`config.mk`:
```
export PLATFORM = sky130hd
export DESIGN_NAME = if_fetch_ctrl
export DESIGN_NICKNAME = d
export VERILOG_FILES = /design/src/rtl/if_fetch_ctrl_pkg.sv /design/src/rtl/if_fetch_ctrl_hold_buf.sv /design/src/rtl/if_fetch_ctrl.sv
export SDC_FILE = /design/constraint.sdc
export NUM_CORES = 1
export LEC_CHECK = 0
export ABC_AREA = 1
export CAP_MARGIN = 0
export CORE_ASPECT_RATIO = 1.1
export CORE_MARGIN = 2
export CORE_UTILIZATION = 40
export DETAILED_ROUTE_END_ITERATION = 10
export PLACE_DENSITY_LB_ADDON = 0.2
export SLEW_MARGIN = 20
export SYNTH_ARGS = -nofsm -noshare
export SYNTH_HDL_FRONTEND = slang
export SYNTH_SLANG_ARGS = --single-unit
```
`constraint.sdc`:
```
create_clock -name clk -period 7 [get_ports clk]
set_input_delay 1.05 -clock clk [delete_from_list [all_inputs] [get_ports clk]]
set_output_delay 1.05 -clock clk [all_outputs]
set_load 0.02 [all_outputs]
```
`src/rtl/if_fetch_ctrl_pkg.sv`:
```
// Shared definitions for the instruction-fetch controller: FSM encoding,
// timeout default and the instruction/enable constants used on the fetch path.
package if_fetch_ctrl_pkg;

    typedef enum logic [1:0] {
        ST_IDLE   = 2'd0,
        ST_REQ    = 2'd1,
        ST_ACCESS = 2'd2
    } fetch_state_e;

    localparam int          TIMEOUT_DEF = 255;
    localparam logic [31:0] INS_NOP     = 32'h1500_0000;
    localparam logic        ENABLE      = 1'b1;
    localparam logic        DISABLE     = 1'b0;

endpackage

```
`src/rtl/if_fetch_ctrl_hold_buf.sv`:
```
// One-entry instruction hold buffer: word tag, instruction data, valid and
// bus-error flag, with a combinational tag compare for the current PC.
module if_fetch_ctrl_hold_buf
    import if_fetch_ctrl_pkg::*;
#(
    parameter int TAG_W = 30
) (
    input  logic             clk,
    input  logic             rst,
    input  logic             i_flush,
    input  logic             i_wr_en,
    input  logic             i_wr_valid,
    input  logic [TAG_W-1:0] i_wr_tag,
    input  logic [31:0]      i_wr_data,
    input  logic             i_wr_err,
    input  logic [TAG_W-1:0] i_lookup_tag,
    output logic             o_hit,
    output logic [31:0]      o_data,
    output logic             o_err
);

    logic             r_valid;
    logic             r_err;
    logic [TAG_W-1:0] r_tag;
    logic [31:0]      r_data;

    // A fill carries its own validity (already masked by flush/discard upstream).
    always_ff @(posedge clk) begin
        if (rst) begin
            r_valid <= DISABLE;
            r_err   <= DISABLE;
        end else if (i_wr_en) begin
            r_valid <= i_wr_valid;
            r_err   <= i_wr_err;
        end else if (i_flush) begin
            r_valid <= DISABLE;
        end
    end

    // Tag and data are only ever observed through r_valid, so they carry no reset.
    always_ff @(posedge clk) begin
        if (i_wr_en) begin
            r_tag  <= i_wr_tag;
            r_data <= i_wr_data;
        end
    end

    assign o_hit  = r_valid && (r_tag == i_lookup_tag);
    assign o_data = r_data;
    assign o_err  = r_err;

endmodule

```
`src/rtl/if_fetch_ctrl.sv`:
```
// Instruction-fetch bus controller: serves the IF-stage PC from a one-entry
// hold buffer, or runs a req/grant/ready read and stalls IF until it returns.
module if_fetch_ctrl
    import if_fetch_ctrl_pkg::*;
#(
    parameter int ADDR_W  = 32,
    parameter int TIMEOUT = TIMEOUT_DEF
) (
    input  logic              clk,
    input  logic              rst,
    input  logic [ADDR_W-1:0] fetch_addr,
    input  logic              fetch_en,
    input  logic              flush,
    output logic [31:0]       insn,
    output logic              fetch_stall,
    output logic              fetch_err,
    output logic              misalign,
    output logic              bus_req,
    output logic [ADDR_W-3:0] bus_addr,
    input  logic              bus_grant,
    input  logic              bus_rdy,
    input  logic [31:0]       bus_rd_data
);

    localparam logic [7:0] TMO_LAST = 8'(TIMEOUT - 1);

    fetch_state_e      r_state;
    fetch_state_e      w_state_nxt;
    logic              r_bus_req;
    logic [ADDR_W-3:0] r_bus_addr;
    logic [7:0]        r_tmo_cnt;
    logic              r_discard;

    logic              w_aligned;
    logic              w_buf_hit;
    logic              w_hit;
    logic              w_miss;
    logic              w_launch;
    logic              w_rd_done;
    logic              w_tmo_done;
    logic              w_fill;
    logic [31:0]       w_hold_data;
    logic              w_hold_err;

    assign w_aligned = (fetch_addr[1:0] == 2'b00);
    assign w_hit     = fetch_en && w_aligned && w_buf_hit;
    assign w_miss    = fetch_en && w_aligned && !w_buf_hit;
    assign w_fill    = w_rd_done || w_tmo_done;

    if_fetch_ctrl_hold_buf #(
        .TAG_W (ADDR_W - 2)
    ) u_hold_buf (
        .clk          (clk),
        .rst          (rst),
        .i_flush      (flush),
        .i_wr_en      (w_fill),
        .i_wr_valid   (!(r_discard || flush)),
        .i_wr_tag     (r_bus_addr),
        .i_wr_data    (w_rd_done ? bus_rd_data : INS_NOP),
        .i_wr_err     (w_tmo_done),
        .i_lookup_tag (fetch_addr[ADDR_W-1:2]),
        .o_hit        (w_buf_hit),
        .o_data       (w_hold_data),
        .o_err        (w_hold_err)
    );

    always_ff @(posedge clk) begin
        if (rst) begin
            r_state <= ST_IDLE;
        end else begin
            r_state <= w_state_nxt;
        end
    end

    always_comb begin
        w_state_nxt = r_state;
        w_launch    = DISABLE;
        w_rd_done   = DISABLE;
        w_tmo_done  = DISABLE;
        case (r_state)
            ST_IDLE: begin
                if (w_miss) begin
                    w_launch    = ENABLE;
                    w_state_nxt = ST_REQ;
                end
            end
            ST_REQ: begin
                if (bus_grant) begin
                    w_state_nxt = ST_ACCESS;
                end
            end
            ST_ACCESS: begin
                // Ready wins over a timeout expiring in the same cycle.
                if (bus_rdy) begin
                    w_rd_done   = ENABLE;
                    w_state_nxt = ST_IDLE;
                end else if (r_tmo_cnt == TMO_LAST) begin
                    w_tmo_done  = ENABLE;
                    w_state_nxt = ST_IDLE;
                end
            end
            default: w_state_nxt = ST_IDLE;
        endcase
    end

    always_ff @(posedge clk) begin
        if (rst) begin
            r_bus_req  <= DISABLE;
            r_bus_addr <= '0;
            r_tmo_cnt  <= '0;
            r_discard  <= DISABLE;
        end else begin
            if (w_launch) begin
                r_bus_req  <= ENABLE;
                r_bus_addr <= fetch_addr[ADDR_W-1:2];
            end else if (w_fill) begin
                r_bus_req  <= DISABLE;
            end
            if (r_state == ST_REQ && bus_grant) begin
                r_tmo_cnt <= '0;
            end else if (r_state == ST_ACCESS) begin
                r_tmo_cnt <= r_tmo_cnt + 8'd1;
            end
            // A flush during an in-flight read lets it finish but keeps its result invalid.
            if (w_fill) begin
                r_discard <= DISABLE;
            end else if (flush && r_state != ST_IDLE) begin
                r_discard <= ENABLE;
            end
        end
    end

    always_comb begin
        insn        = INS_NOP;
        fetch_stall = DISABLE;
        fetch_err   = DISABLE;
        misalign    = DISABLE;
        if (!rst) begin
            misalign = fetch_en && !w_aligned;
            if (w_hit) begin
                insn      = w_hold_data;
                fetch_err = w_hold_err;
            end else if (w_miss) begin
                fetch_stall = ENABLE;
            end
        end
    end

    assign bus_req  = r_bus_req;
    assign bus_addr = r_bus_addr;

endmodule

```
## Yosys cells after proc, flatten, opt, wreduce, memory -nomap -nowiden

Cells that the tools add are included.

- Equality and inequality tests: 7
- Multiplexer cells: 23
- $add $sub $neg: 1
- Reduce and logical (&&, ||, !) cells: 20

Operator list:

| kind | number |
|---|---|
| $mux 32 | 2 |
| $eq 30x30->1 | 1 |
| $mux 1 | 16 |
| $add 8x1->8 const B | 1 |
| $eq 8x8->1 const B | 1 |
| $mux 2 | 4 |
| $logic_and 1x1->1 | 7 |
| $pmux 2 s3 | 1 |
| $reduce_bool 2->1 | 3 |
| $logic_not 2->1 | 2 |
| $ne 2x2->1 const B | 2 |
| $reduce_or 2->1 | 2 |
| $logic_not 1->1 | 3 |
| $ne 3x3->1 const B | 1 |
| $reduce_and 3->1 | 1 |
| $eq 2x1->1 const B | 1 |
| $eq 2x2->1 const B | 1 |
| $logic_or 1x1->1 | 2 |

- Input port bits: 70
- Output and inout bits: 66
- Flip-flop bits (word level): 106
- Logic and storage cells: 60

## Depth between registers and ports, before layout

Gate-level depths: netlist of the first run.

- Depth in word-level cells: 7
- Gate-level depth with buffers: 14
- Depth with buffers taken out: 13

## By module

From an unflattened synthesis of the first run, not the netlist that was laid out.

- Cell total of the unflattened synthesis: 594
- Area, all modules: 4759.6 sq um

Modules (own cells, without submodules):

| module | times used | cells each | area an instance (sq um) | seq. area each (sq um) |
|---|---|---|---|---|
| if_fetch_ctrl_hold_buf | 1 | 236 | 2566.2 | 1901.8 |
| if_fetch_ctrl | 1 | 358 | 2193.4 | 840.8 |

## Worst setup path after synthesis of the first run

No wires, ideal clock.

- Path type: input-to-output
- Start: in fetch_addr[16]
- End: out fetch_err
- Buffers on the path: 1
- Slack: 3.776 ns
- Required time: 5.950 ns
- Stages on the path: 10
- Arrival time: 2.174 ns
- Path through: inv_2 nor2_1 nor2_1 nand2_1 nor2_1 nand2_1 nor2_2 nand4_2 buf_2 nor2_1

- Cells in the longest elaborated chain, start to end: 5

RTL lines:

| item | line | source |
|---|---|---|
| from (decl) | if_fetch_ctrl.sv:11 | `input logic [ADDR_W-1:0] fetch_addr,` |
| $eq 30x30->1 | if_fetch_ctrl_hold_buf.sv:48 | `assign o_hit = r_valid && (r_tag == i_lookup_tag);` |
| $logic_and 1x1->1 | if_fetch_ctrl_hold_buf.sv:48 |  |
| $logic_and 1x1->1 | if_fetch_ctrl.sv:46 | `assign w_hit = fetch_en && w_aligned && w_buf_hit;` |
| $mux 1 | if_fetch_ctrl.sv:140 | `if (w_hit) begin` |
| $mux 1 | if_fetch_ctrl.sv:138 | `if (!rst) begin` |
| to (decl) | if_fetch_ctrl.sv:16 | `output logic fetch_err,` |

No other way between the ends.

## Worst setup path in the final report of the first run

- Start: in fetch_addr[26]
- End: out fetch_err

Same word-level chain as after synthesis.

==> results.tsv, run 1 <==
metric	value	unit
start_util	41.1	%
fillers	1215	
viasPerCell	4.46	
power.net_switching	0.296	mW
gp_congestion	0.841	
area_growth	33.3	%
setup_viol	0	
intPower	1.00	mW
syn_area	0.00520	mm²
path_class	input port to output pin	
cts_hold_buf	0	
ys_warn_count	0	
period_needed	4.89	ns
ir_drop	0.000101	V
place_area	0.00665	mm²
synthTopCellsByCount	inv_1 (164), nand2_1 (149), nor2_1 (114), edfxtp_1 (62), dfxtp_1 (44)	
rsz0062_at_grt	false	
synthArstFlopShare	0	%
start_kind	input port	
clk_pin_slew	0.07	ns
path_cells	clkdlybuf4s50_1 -> inv_1 -> nand2_1 -> nand2_1 -> inv_1 -> nand2_1 -> nor2_1 -> nand2_1 -> nor2_2 -> nand4_2 -> nor2_1 -> clkdlybuf4s50_1	
layout-drive-gt1-share	5.54	%
maxCapViolCount	0	
worst_pin_slew	0.904	ns
slew_headroom	39.7	%
fin_area	0.00693	mm²
final_nets	880	
final_util	54.8	%
root_buffer	clkbuf_16	
synth_area_leaders	edfxtp_1 (36%), dfxtp_1 (17%), inv_1 (12%), nand2_1 (11%), nor2_1 (8.2%)	
die_h	124	µm
hold_path_class	flip-flop to flip-flop	
synth_most_common_cell	inv_1	
clk_latency	0.34	ns
grt.total_usage	18.4	%
synth_top_flop_cell	edfxtp_1	
status	completed	
ys_seq_area_share	52.7	%
drc	0	
arrival	3.84	ns
synth_area_per_cell	7.66	µm²
end_kind	output pin	
finalSetupTns	0	ns
cp_common_cell	nand2_1	
numPortBuffers	135	
pin_count	136	
grt_antenna_before_repair	0	
seq_power_share	52.1	%
syn-instance-count	679	
drv_slew	0	
grt_pass1_vias	4076	
hold_violations	0	
crit_slowest_cell	clkdlybuf4s50_1	
hpwl	8.55	mm
drt_iter0_drc	221	
ys_ff_latch	106	
cts_resized	0	
fin_crit_sh	69.8	%
cts_tree	yes	
clockBufferDepth	2	
power_leakage	3.22	nW
cpPeakStageDelay	0.65	ns
grt_pass1_wl	20.2	mm
vias	4330	
antenna_left	0	
p_per_area	188	mW/mm²
first_pass_iters	5	
cts_inserted_buffers	9	
cp_top_family	simple AND/OR/NAND/NOR gates	
critPathBufInv	4	
max_freq	0.205	GHz
synth_edf_count	62	
syn_nets	751	
post_cts_buffers	0	
grt_max_degree	66	
clock_sinks	106	
die_w	113	µm
synth.distinct_cells	29	
num_antenna_cells	0	
synth_top_area_share	35.8	%
core-area	0.0126	mm²
routed_wl	12.6	mm
grt_overflow_total	0	
clockPowerShare	36.5	%
critical_path_required	5.95	ns
p_comb_share	11.4	%
die_area	0.0139	mm²
avgRoutedWirePerCell	13.0	µm
row_count	43	
synth_top_cell_by_area	edfxtp_1	
htreeDepth	3	
p_sw_share	22.8	%
skew	0.00857	ns
critPathMaxFanout	33	
[power by group through the flow]
stage	Sequential (mW)	Clock [mW]	Combinational [mW]
2_1_floorplan	0.701	0	0.0603
3_3_place_gp	0.690	0	0.146
3_5_place_dp	0.691	0	0.148
4_1_cts	0.677	0.488	0.149
5_1_grt	0.679	0.517	0.163
6_report	0.677	0.474	0.148
[per-stage QoR]
| stage | setup slack [ns] | cells | power, mW | hold WS [ns] |
|---|---|---|---|---|
| after global placement | 2.06 | 954 | 0.837 | 0.429 |
| after detailed placement | 2.04 | 954 | 0.840 | 0.435 |
| final | 2.11 | 970 | 1.30 | 0.455 |
| after floorplan | 3.78 | 679 | 0.761 | 0.415 |
| after CTS | 2.03 | 970 | 1.31 | 0.453 |
| after global routing | 1.75 | 970 | 1.36 | 0.478 |
[cell families after synthesis]
logic type	Yosys count	share of synthesized area, %
buf+inv	222	17.0
xor+xnor	8	1.35
compound gates	15	1.54
flops	106	52.7
fa+ha+maj	2	0.481
simple gates	326	26.9
[worst reg2reg max path, delay by kind of cell, from the launching register on]
kind	cells	cell delay, ns
buffers and inverters	4	1.15
AND/OR/NAND/NOR	3	0.45
flip-flops	1	0.34
[final timing paths]
path                  startpoint                    to  slack, ns  depth (start not counted)
setup / recovery  fetch_addr[26]             fetch_err       2.11                         12
hold / removal         r_discard    u_hold_buf.r_valid       0.46                          1
setup reg to reg      r_state[1]  u_hold_buf.r_tag[11]       4.65                          7
hold reg to reg        r_discard    u_hold_buf.r_valid       0.46                          1
[cell type report]
| cell class | count | area [µm²] | share of cell area (%) |
|---|---|---|---|
| Tap cell | 157 | 196 | 2.83 |
| Timing Repair Buffer | 139 | 1380 | 19.9 |
| Inverter | 201 | 754 | 10.9 |
| Multi-Input combinational cell | 351 | 1580 | 22.8 |
| Clock buffer | 14 | 264 | 3.81 |
| Clock inverter | 2 | 11.3 | 0.163 |
| Sequential cell | 106 | 2740 | 39.6 |
[metal layers]
layer | global-route usage, % | share of wire, %
met1 | 23.5 | 44
met2 | 32.3 | 49
met3 | 2.87 | 5.4
met4 | 5.64 | 1.3
met5 | 0 | 0
[registers in the layout (all words and copies together), names as in the netlist]
| register | flops |
|---|---|
| u_hold_buf.o_err | 1 |
| r_state | 2 |
| r_discard | 1 |
| u_hold_buf.r_tag | 30 |
| bus_req | 1 |
| bus_addr | 30 |
| r_tmo_cnt | 8 |
| u_hold_buf.o_data | 32 |
| u_hold_buf.r_valid | 1 |
[placed cells by master (no fill, tap or decap), types with 4 or more instances in the layout]
cell	netlist	final
inv_1	164	164
nand2_1	149	148
clkdlybuf4s50_1	0	135
nor2_1	114	113
edfxtp_1	62	62
dfxtp_1	44	44
nand4_1	31	31
clkinv_1	29	29
a21oi_1	10	10
nand2_2	8	9
clkbuf_16	0	9
inv_2	8	8
nand3_1	7	7
xnor2_1	7	7
or2_2	4	4
buf_4	0	4
Power figures use the tool's default switching activity.
==> inputs of run 2 (changes only) <==
==> constraint.sdc (replaced) <==
create_clock -name clk -period 4.58 [get_ports clk]
set_input_delay 0.687 -clock clk [delete_from_list [all_inputs] [get_ports clk]]
set_output_delay 0.687 -clock clk [all_outputs]
set_load 0.02 [all_outputs]
==> run 2 against run 1 <==
  * Total power rose by 58%
  * Sequential share of layout area down 0.38 points
  * Worst setup slack got worse by 1.2 ns
  * Critical path depth grew 1
  * Cell area increased by 0.96%
  * Hold slack improved by 0.0080 ns
  * Flip-flop and latch count unchanged
  * Sequential power rose by 54%
  * Register-to-register slack got worse by 2.5 ns
  * Via count about the same
  * Critical path type unchanged
==> results.tsv, run 2 (same netlist as run 1, synthesis figures left out) <==
metric	value	unit	change
status	completed		unchanged
final_common_cell	inv_1		unchanged
hold_path_class	flip-flop to flip-flop		unchanged
fin_area	0.00700	mm²	was 0.00693 mm²
row_count	43		unchanged
p_sw_share	22.4	%	was 22.8%
busiest_layer	met2		unchanged
start_kind	input port		unchanged
cts_resized	0		unchanged
arrival	2.99	ns	was 3.84 ns
cts_hold_buf	0		unchanged
critPathMaxFanout	33		unchanged
ir_drop	0.000185	V	was 0.000101 V
max_freq	0.272	GHz	
clock_sinks	106		unchanged
critical_path_required	3.89	ns	was 5.95 ns
avgRoutedWirePerCell	12.9	µm	was 13.0 µm
gp_congestion	0.808		was 0.841
clk_pin_slew	0.07	ns	about the same
grt_max_degree	36		was 66
die_w	113	µm	unchanged
worst_pin_slew	0.560	ns	was 0.904 ns
antenna_left	0		unchanged
grt_pass1_vias	4166		was 4076
holdWs	0.463	ns	was 0.455 ns
path_class	input port to output pin		unchanged
htreeDepth	3		unchanged
largest_reg_flops	32		unchanged
period_needed	3.68	ns	
cp_common_cell	nand2_1		unchanged
fillers	1195		was 1215
clk_latency	0.34	ns	about the same
vias	4326		was 4330
grt_antenna_before_repair	0		unchanged
power_leakage	3.26	nW	was 3.22 nW
rsz0062_at_grt	false		unchanged
clockPowerShare	38.7	%	was 36.5%
root_buffer	clkbuf_16		unchanged
die_area	0.0139	mm²	unchanged
hold_depth	0		was 1
maxCapViolCount	0		unchanged
numPortBuffers	135		unchanged
use_met2	31.7	%	was 32.3%
first_pass_iters	4		was 5
routed_wl	12.6	mm	about the same
grt.total_usage	18.3	%	was 18.4%
hold_violations	0		unchanged
path_cells	clkdlybuf4s50_1 -> inv_1 -> nand2_1 -> nand2_1 -> inv_1 -> nand2_1 -> nor2_1 -> nand2_1 -> nor2_2 -> nand4_2 -> buf_4 -> nor2_1 -> clkdlybuf4s50_1		was clkdlybuf4s50_1 -> inv_1 -> nand2_1 -> nand2_1 -> inv_1 -> nand2_1 -> nor2_1 -> nand2_1 -> nor2_2 -> nand4_2 -> nor2_1 -> clkdlybuf4s50_1
grt_pass1_wl	20.1	mm	was 20.2 mm
pin_count	136		unchanged
reg2reg_depth	7		unchanged
drv_slew	0		unchanged
intPower	1.60	mW	was 1.00 mW
grt_overflow_total	0		unchanged
viasPerCell	4.45		was 4.46
setup_viol	0		unchanged
slew_headroom	62.6	%	was 39.7%
drc	0		unchanged
power.net_switching	0.462	mW	was 0.296 mW
post_cts_buffers	0		unchanged
finalSetupTns	0	ns	unchanged
layout-drive-gt1-share	6.13	%	was 5.54%
p_per_area	294	mW/mm²	was 188 mW/mm²
place_area	0.00668	mm²	was 0.00665 mm²
end_kind	output pin		unchanged
area_growth	34.5	%	was 33.3%
clockBufferDepth	2		unchanged
core-area	0.0126	mm²	unchanged
fin_crit_sh	80.3	%	
skew	0.00503	ns	was 0.00857 ns
use_met3	2.34	%	was 2.87%
hpwl	8.82	mm	was 8.55 mm
cpPeakStageDelay	0.63	ns	was 0.65 ns
crit_slowest_cell	clkdlybuf4s50_1		unchanged
seq_power_share	50.3	%	was 52.1%
die_h	124	µm	unchanged
final_nets	883		was 880
cts_inserted_buffers	9		unchanged
start_util	41.1	%	unchanged
num_antenna_cells	0		unchanged
grt_use_met1	23.8	%	was 23.5%
p_comb_share	11.0	%	was 11.4%
drt_iter0_drc	229		was 221
cts_tree	yes		unchanged
final_cell_mix	inv_1 (164), nand2_1 (148), clkdlybuf4s50_1 (135)		unchanged
run 2: changes by cell type in the layout (fill, tap and decap cells not counted):
cell,previous run,this run
inv_4,1,0
clkinvlp_4,0,1
clkinv_1,29,30
clkbuf_16,9,11
clkbuf_1,3,0
buf_4,4,7
run 2: cell type report:
type	count	area (µm²)	share of cell area (%)
repair buffers	142	1400	20.1
multi-input cells	351	1580	22.6
flip-flops and latches	106	2740	39.2
well taps	157	196	2.81
clock inverters	3	16.3	0.233
inverters	201	754	10.8
clock buffers	13	303	4.33
run 2: per-layer routing:
layer	wire, µm	share of wire [%]
met1	5680	45
met2	6100	49
met3	608	4.8
met4	172	1.4
met5	0	0
run 2: metrics by stage:
step	worst slack [ns]	util [%]	instances	power, mW
2_1_floorplan	1.88	-	679	1.16
3_5_place_dp	0.904	52.8	957	1.28
5_1_grt	0.662	55.3	973	2.14
4_1_cts	0.901	55.3	973	2.07
6_report	0.904	55.3	973	2.06
3_3_place_gp	0.930	52.8	957	1.28
run 2: worst max-delay path: cells and delay by family:
family	cells	cell delay, ns
buffers and inverters	5	1.46
and+or+nand+nor	8	0.84
run 2: final timing paths:
| path | startpoint | end | slack, ns |
|---|---|---|---|
| setup reg to reg | r_state[1] | u_hold_buf.o_data[13] | 2.18 |
| hold reg to reg | bus_addr[16] | u_hold_buf.r_tag[16] | 0.46 |
| setup / recovery | fetch_addr[23] | insn[0] | 0.90 |
| hold / removal | bus_addr[16] | u_hold_buf.r_tag[16] | 0.46 |
run 2: power groups by stage:
| stage | clock network (mW) | logic (mW) | registers (mW) |
|---|---|---|---|
| floorplan | 0 | 0.0922 | 1.07 |
| global placement | 0 | 0.224 | 1.06 |
| detailed placement | 0 | 0.228 | 1.06 |
| CTS | 0.809 | 0.230 | 1.04 |
| global route | 0.848 | 0.251 | 1.04 |
| finish | 0.796 | 0.227 | 1.04 |
==> inputs of run 3 (changes only) <==
==> constraint.sdc (replaced) <==
create_clock -name clk -period 3.5 [get_ports clk]
set_input_delay 0.525 -clock clk [delete_from_list [all_inputs] [get_ports clk]]
set_output_delay 0.525 -clock clk [all_outputs]
set_load 0.02 [all_outputs]
==> run 3 against run 2 <==
  * Global-route usage is 0.13 points lower
  * Worst setup slack worse by 0.75 ns
  * Clock-buffer cell count is 1 higher
  * Combinational power is 30% higher
  * Hold slack worse by 0.011 ns
  * Critical path depth stayed put
  * Total power is 34% higher
==> results.tsv, run 3 (same netlist as run 1, synthesis figures left out) <==
metric	value	unit	change
grt_pass1_vias	4175		was 4166
grt_pass1_wl	19.9	mm	was 20.1 mm
htreeDepth	3		unchanged
power_leakage	3.32	nW	was 3.26 nW
die_w	113	µm	unchanged
r2r-end	bus_addr[9]		was u_hold_buf.o_data[13]
setup_viol	0		unchanged
viasPerCell	4.47		was 4.45
start_util	41.1	%	unchanged
die_h	124	µm	unchanged
largest_reg_flops	32		unchanged
worst_pin_slew	0.505	ns	was 0.560 ns
grt.total_usage	18.1	%	was 18.3%
hold_violations	0		unchanged
fin_crit_sh	95.5	%	
hold_start	r_discard		was bus_addr[16]
drc	0		unchanged
critPathMaxFanout	33		unchanged
clockBufferDepth	2		unchanged
hpwl	8.83	mm	was 8.82 mm
skew	0.00513	ns	was 0.00503 ns
period_needed	3.34	ns	
cts_tree	yes		unchanged
clock_sinks	106		unchanged
num_antenna_cells	0		unchanged
path_cells	clkdlybuf4s50_1 -> inv_1 -> nand2_1 -> nand2_1 -> inv_1 -> nand2_1 -> nor2_1 -> nand2_1 -> nor2_2 -> nand4_2 -> buf_4 -> or2_1 -> clkdlybuf4s50_1		was clkdlybuf4s50_1 -> inv_1 -> nand2_1 -> nand2_1 -> inv_1 -> nand2_1 -> nor2_1 -> nand2_1 -> nor2_2 -> nand4_2 -> buf_4 -> nor2_1 -> clkdlybuf4s50_1
arrival	2.82	ns	was 2.99 ns
post_cts_buffers	0		unchanged
vias	4362		was 4326
layout-drive-gt1-share	6.36	%	was 6.13%
hold_path_class	flip-flop to flip-flop		unchanged
reg2reg_depth	14		was 7
final_common_cell	inv_1		unchanged
avgRoutedWirePerCell	12.6	µm	was 12.9 µm
status	completed		unchanged
rsz0062_at_grt	false		unchanged
maxCapViolCount	0		unchanged
start_kind	input port		unchanged
cts_hold_buf	0		unchanged
final_cell_mix	inv_1 (164), nand2_1 (148), clkdlybuf4s50_1 (132)		was inv_1 (164), nand2_1 (148), clkdlybuf4s50_1 (135)
cts_inserted_buffers	9		unchanged
hold_depth	1		was 0
clk_latency	0.34	ns	about the same
grt_max_degree	35		was 36
r2r_slack	1.25	ns	was 2.18 ns
finalSetupTns	0	ns	unchanged
die_area	0.0139	mm²	unchanged
critPathBufInv	5		unchanged
row_count	43		unchanged
hold_end	u_hold_buf.r_valid		was u_hold_buf.r_tag[16]
grt_antenna_before_repair	0		unchanged
area_growth	35.7	%	was 34.5%
routed_wl	12.3	mm	was 12.6 mm
crit_slowest_cell	clkdlybuf4s50_1		unchanged
grt_overflow_total	0		unchanged
holdWs	0.452	ns	was 0.463 ns
drt_iter0_drc	203		was 229
path_class	input port to output pin		unchanged
slew_headroom	66.3	%	was 62.6%
r2r-start	u_hold_buf.r_tag[9]		was r_state[1]
drv_slew	0		unchanged
max_freq	0.299	GHz	
gp_congestion	0.771		was 0.808
ir_drop	0.000226	V	was 0.000185 V
cp_top_family	buffers and inverters		unchanged
critical_path_required	2.97	ns	was 3.89 ns
end_kind	output pin		unchanged
root_buffer	clkbuf_16		unchanged
pin_count	136		unchanged
first_pass_iters	5		was 4
numPortBuffers	135		unchanged
path_depth	13		unchanged
final_nets	885		was 883
pre_cts_ws	0.146	ns	was 0.904 ns
cpPeakStageDelay	0.53	ns	was 0.63 ns
fin_ws	0.158	ns	was 0.904 ns
clk_pin_slew	0.07	ns	about the same
p_per_area	392	mW/mm²	was 294 mW/mm²
antenna_left	0		unchanged
cp_common_cell	nand2_1		unchanged
core-area	0.0126	mm²	unchanged
==> run 3: changes by cell type in the layout (fill, tap and decap cells not counted), sizes merged <==
cell and delta:
buf +2, bufinv +1, clkbuf +1, clkdlybuf4s50 -3, clkinv -2, clkinvlp -1, dlymetal6s2s +3, inv +1
==> run 3: report_power, final <==
group	switching, mW	internal [mW]
Sequential	0.0178	1.34
Clock	0.432	0.682
Combinational	0.148	0.148
==> run 3: cell type report <==
type                            count  area (µm²)
Clock buffer                       14         307
Clock inverter                      2        36.3
Fill cell                        1154        5590
Inverter                          201         754
Multi-Input combinational cell    351        1580
Sequential cell                   106        2740
Tap cell                          157         196
Timing Repair Buffer              144        1440
==> run 3: layer usage <==
layer | wire length (µm) | GRT usage, %
met2 | 6140 | 31.8
met4 | 137 | 6.63
met1 | 5460 | 22.9
met3 | 578 | 2.77
met5 | 0 | 0
==> run 3: worst max-delay path by stage <==
stage | from | end
after floorplan | r_tmo_cnt[0] | u_hold_buf.o_data[0]
after global placement | fetch_addr[31] | insn[31]
after detailed placement | fetch_addr[26] | insn[26]
after CTS | fetch_addr[26] | insn[26]
after global routing | fetch_addr[31] | insn[28]
final | fetch_addr[26] | insn[24]
==> run 3: timing repair <==
item                                   in CTS  in global routing
gates resized for setup                     0                  3
endpoints found under the hold margin       0                  0
setup endpoints to repair                   0                  3
==> run 3: worst register-to-register path, cell delays in order (launching register included) <==
cell and delay [ns]:
edfxtp_1 0.42, inv_1 0.07, nand2_1 0.06, nand2_1 0.06
inv_1 0.04, nand2_1 0.05, nor2_1 0.05, nand2_1 0.09
nor2_4 0.05, nand2_4 0.05, buf_4 0.33, nand3_4 0.49
nand2_1 0.23, clkinv_1 0.09, nor2_1 0.10
==> run 3: stage by stage <==
stage                     power [mW]  instance area (µm²)  std cells  utilization (%)
after floorplan                 1.52                 5200        679                -
after global placement          1.67                 6700        959             53.0
after detailed placement        1.68                 6700        959             53.0
after CTS                       2.80                 7050        975             55.7
after global routing            2.88                 7050        975             55.8
final                           2.76                 7050        975             55.8
==> RTL change, RTL diff (flow settings as in run 3) <==
The parameter `ADDR_W` goes from 32 to 48.
--- a/src/rtl/if_fetch_ctrl.sv
+++ b/src/rtl/if_fetch_ctrl.sv
@@ -5,3 +5,3 @@
 #(
-    parameter int ADDR_W  = 32,
+    parameter int ADDR_W  = 48,
     parameter int TIMEOUT = TIMEOUT_DEF
Ports: changed (resized bus_addr and fetch_addr); port bits go from 136 to 168. No check against the original RTL was run, so the function may have changed too.
==> RTL change against run 3 <==
Clock skew grew 0.0062 ns; setup slack gained 0.071 ns; synthesized area grew 35%; critical path depth fell by 3; via count increased by 44%; global-route usage rose by 3.5 points; sequential cell count grew 32; cell area up 36%; sequential power is 31% higher; synthesized cell count rose by 43%; register-to-register slack lost 0.38 ns; routed wire length increased by 58%; power grew 46%; critical path type unchanged.
==> RTL change: results (changes against run 3) <==
[outcome]
status = completed

[drt]
vias = 6284  ; +44%
routedWlPerCell_um = 14.0  ; +11%

[yosys]
netlist_top_cells_area = edfxtp_1 (33%), dfxtp_1 (17%), nand2_1 (14%), inv_1 (13%), nor2_1 (8.3%)
synth_cells = 971  ; +43%
yosysSeqAreaShare_pct = 50.6  ; -2.2 points
synth_cell_type_count = 26  ; -10%
synthesis.nets = 1059  ; +41%
synth_edf_count = 78  ; +26%
synthTopCellsByCount = nand2_1 (270), inv_1 (245), nor2_1 (155), edfxtp_1 (78)

[cells_and_area]
nets = 1225  ; +38%
drive_gt1_share_pct = 5.39  ; -0.97 points
n_fill_cell = 1623  ; +41%

[power]
p_leak_nw = 5.13  ; +54%
ir_drop_mv = 0.360  ; +59%

[global_route]
use_met3_pct = 4.53  ; +1.8 points
use_met2_pct = 35.4  ; +3.7 points
first_global_vias = 6180  ; +48%
track_usage_pct = 21.7  ; +3.5 points
grt_pass1_wl_um = 30800  ; +55%
met1_usage_pct = 28.0  ; +5.1 points

[sta]
clock_skew_ns = 0.0113  ; +0.00616 ns
tightest_slew_ns = 0.782  ; +0.276 ns

[placed_design]
gp_congestion = 0.862  ; +12%
io_buffers = 167  ; +24%
hpwl_um = 13500  ; +53%
dpl.cell_count = 1352  ; +41%

[clocking]
htree_levels = 4  ; +1
worstSkewPairLatency_ns = 0.42  ; +0.08 ns
cts_inserted_buffers = 17  ; +8

[setup_path]
critPathArrivalTime_ns = 2.75  ; -0.07 ns

[RTL change: changes by cell type after synthesis, sizes merged, moves of 7 or more]
cell,change
nand4,+28
nor2,+41
xnor2,-7
buf,+10
nand2,+116
inv,+77
dfxtp,+16
edfxtp,+16
clkinv,-16
[RTL change: path summary, 6_finish.rpt]
check,end,from,depth (start not counted),slack [ns]
worst max-delay path,insn[28],fetch_addr[3],10,0.23
worst min-delay path,u_hold_buf.r_valid$_SDFFE_PP0P_,r_discard$_SDFFE_PP0P_,1,0.44
worst max register to register,u_hold_buf.o_data[16]$_SDFFCE_PN0P_,r_state[1]$_SDFFE_PP0P_,7,0.87
worst min register to register,u_hold_buf.r_valid$_SDFFE_PP0P_,r_discard$_SDFFE_PP0P_,1,0.44
[RTL change: cell type report]
class | count | area share (%)
Clock buffer | 17 | 4.43
Clock inverter | 15 | 1.83
Inverter | 262 | 10.3
Multi-Input combinational cell | 539 | 24.1
Sequential cell | 138 | 36.9
Tap cell | 234 | 3.05
Timing Repair Buffer | 179 | 19.4
[RTL change: cells by family after synthesis]
logic type                 after synthesis  synth area share [%]
xor gates and xnor gates                 2                 0.250
buffers and inverters                  294                  16.7
and+or+nand+nor                        521                  31.1
AOI/OAI and AO/OA                       14                  1.04
adders and majority gates                2                 0.357
DFF                                    138                  50.6
[RTL change: what timing repair did]
action | CTS | global route
endpoints found under the setup margin | 0 | 30
resized for setup | 0 | 30
setup buffers | 0 | 0
hold buffers | 0 | 0
[RTL change: metrics by stage]
stage | hold WS [ns] | total power [mW] | instance area (um2) | setup WS [ns] | utilization, %
2_1_floorplan | 0.415 | 2.01 | 7010 | 0.469 | -
3_3_place_gp | 0.421 | 2.23 | 8920 | 0.0666 | 52.2
3_5_place_dp | 0.427 | 2.23 | 8920 | 0.0105 | 52.2
4_1_cts | 0.436 | 4.07 | 9520 | 0.00961 | 55.7
5_1_grt | 0.466 | 4.19 | 9590 | 0.142 | 56.2
6_report | 0.437 | 4.04 | 9590 | 0.230 | 56.2
[RTL change: power by group]
| part | internal, mW | leakage (nW) | total (mW) | switching (mW) |
|---|---|---|---|---|
| combinational | 0.201 | 3.63 | 0.428 | 0.227 |
| sequential | 1.74 | 1.21 | 1.77 | 0.0274 |
| clock | 1.12 | 0.287 | 1.85 | 0.726 |
[RTL change: layer usage]
layer / part of all wire [%] / vias to the layer above
li1: - / 3219
met1: 44 / 2817
met2: 48 / 211
met3: 5.9 / 37
met4: 2.8 / 0
met5: 0 / -
[RTL change: worst max-delay path, stage by stage]
cell and delay, ns:
clkdlybuf4s50_1 0.53, inv_1 0.08, nand2_1 0.08, nand2_1 0.10, nor4_1 0.34, nand3_1 0.16, nor2_2 0.13, buf_4 0.13
nand4_1 0.08, clkdlybuf4s50_1 0.59
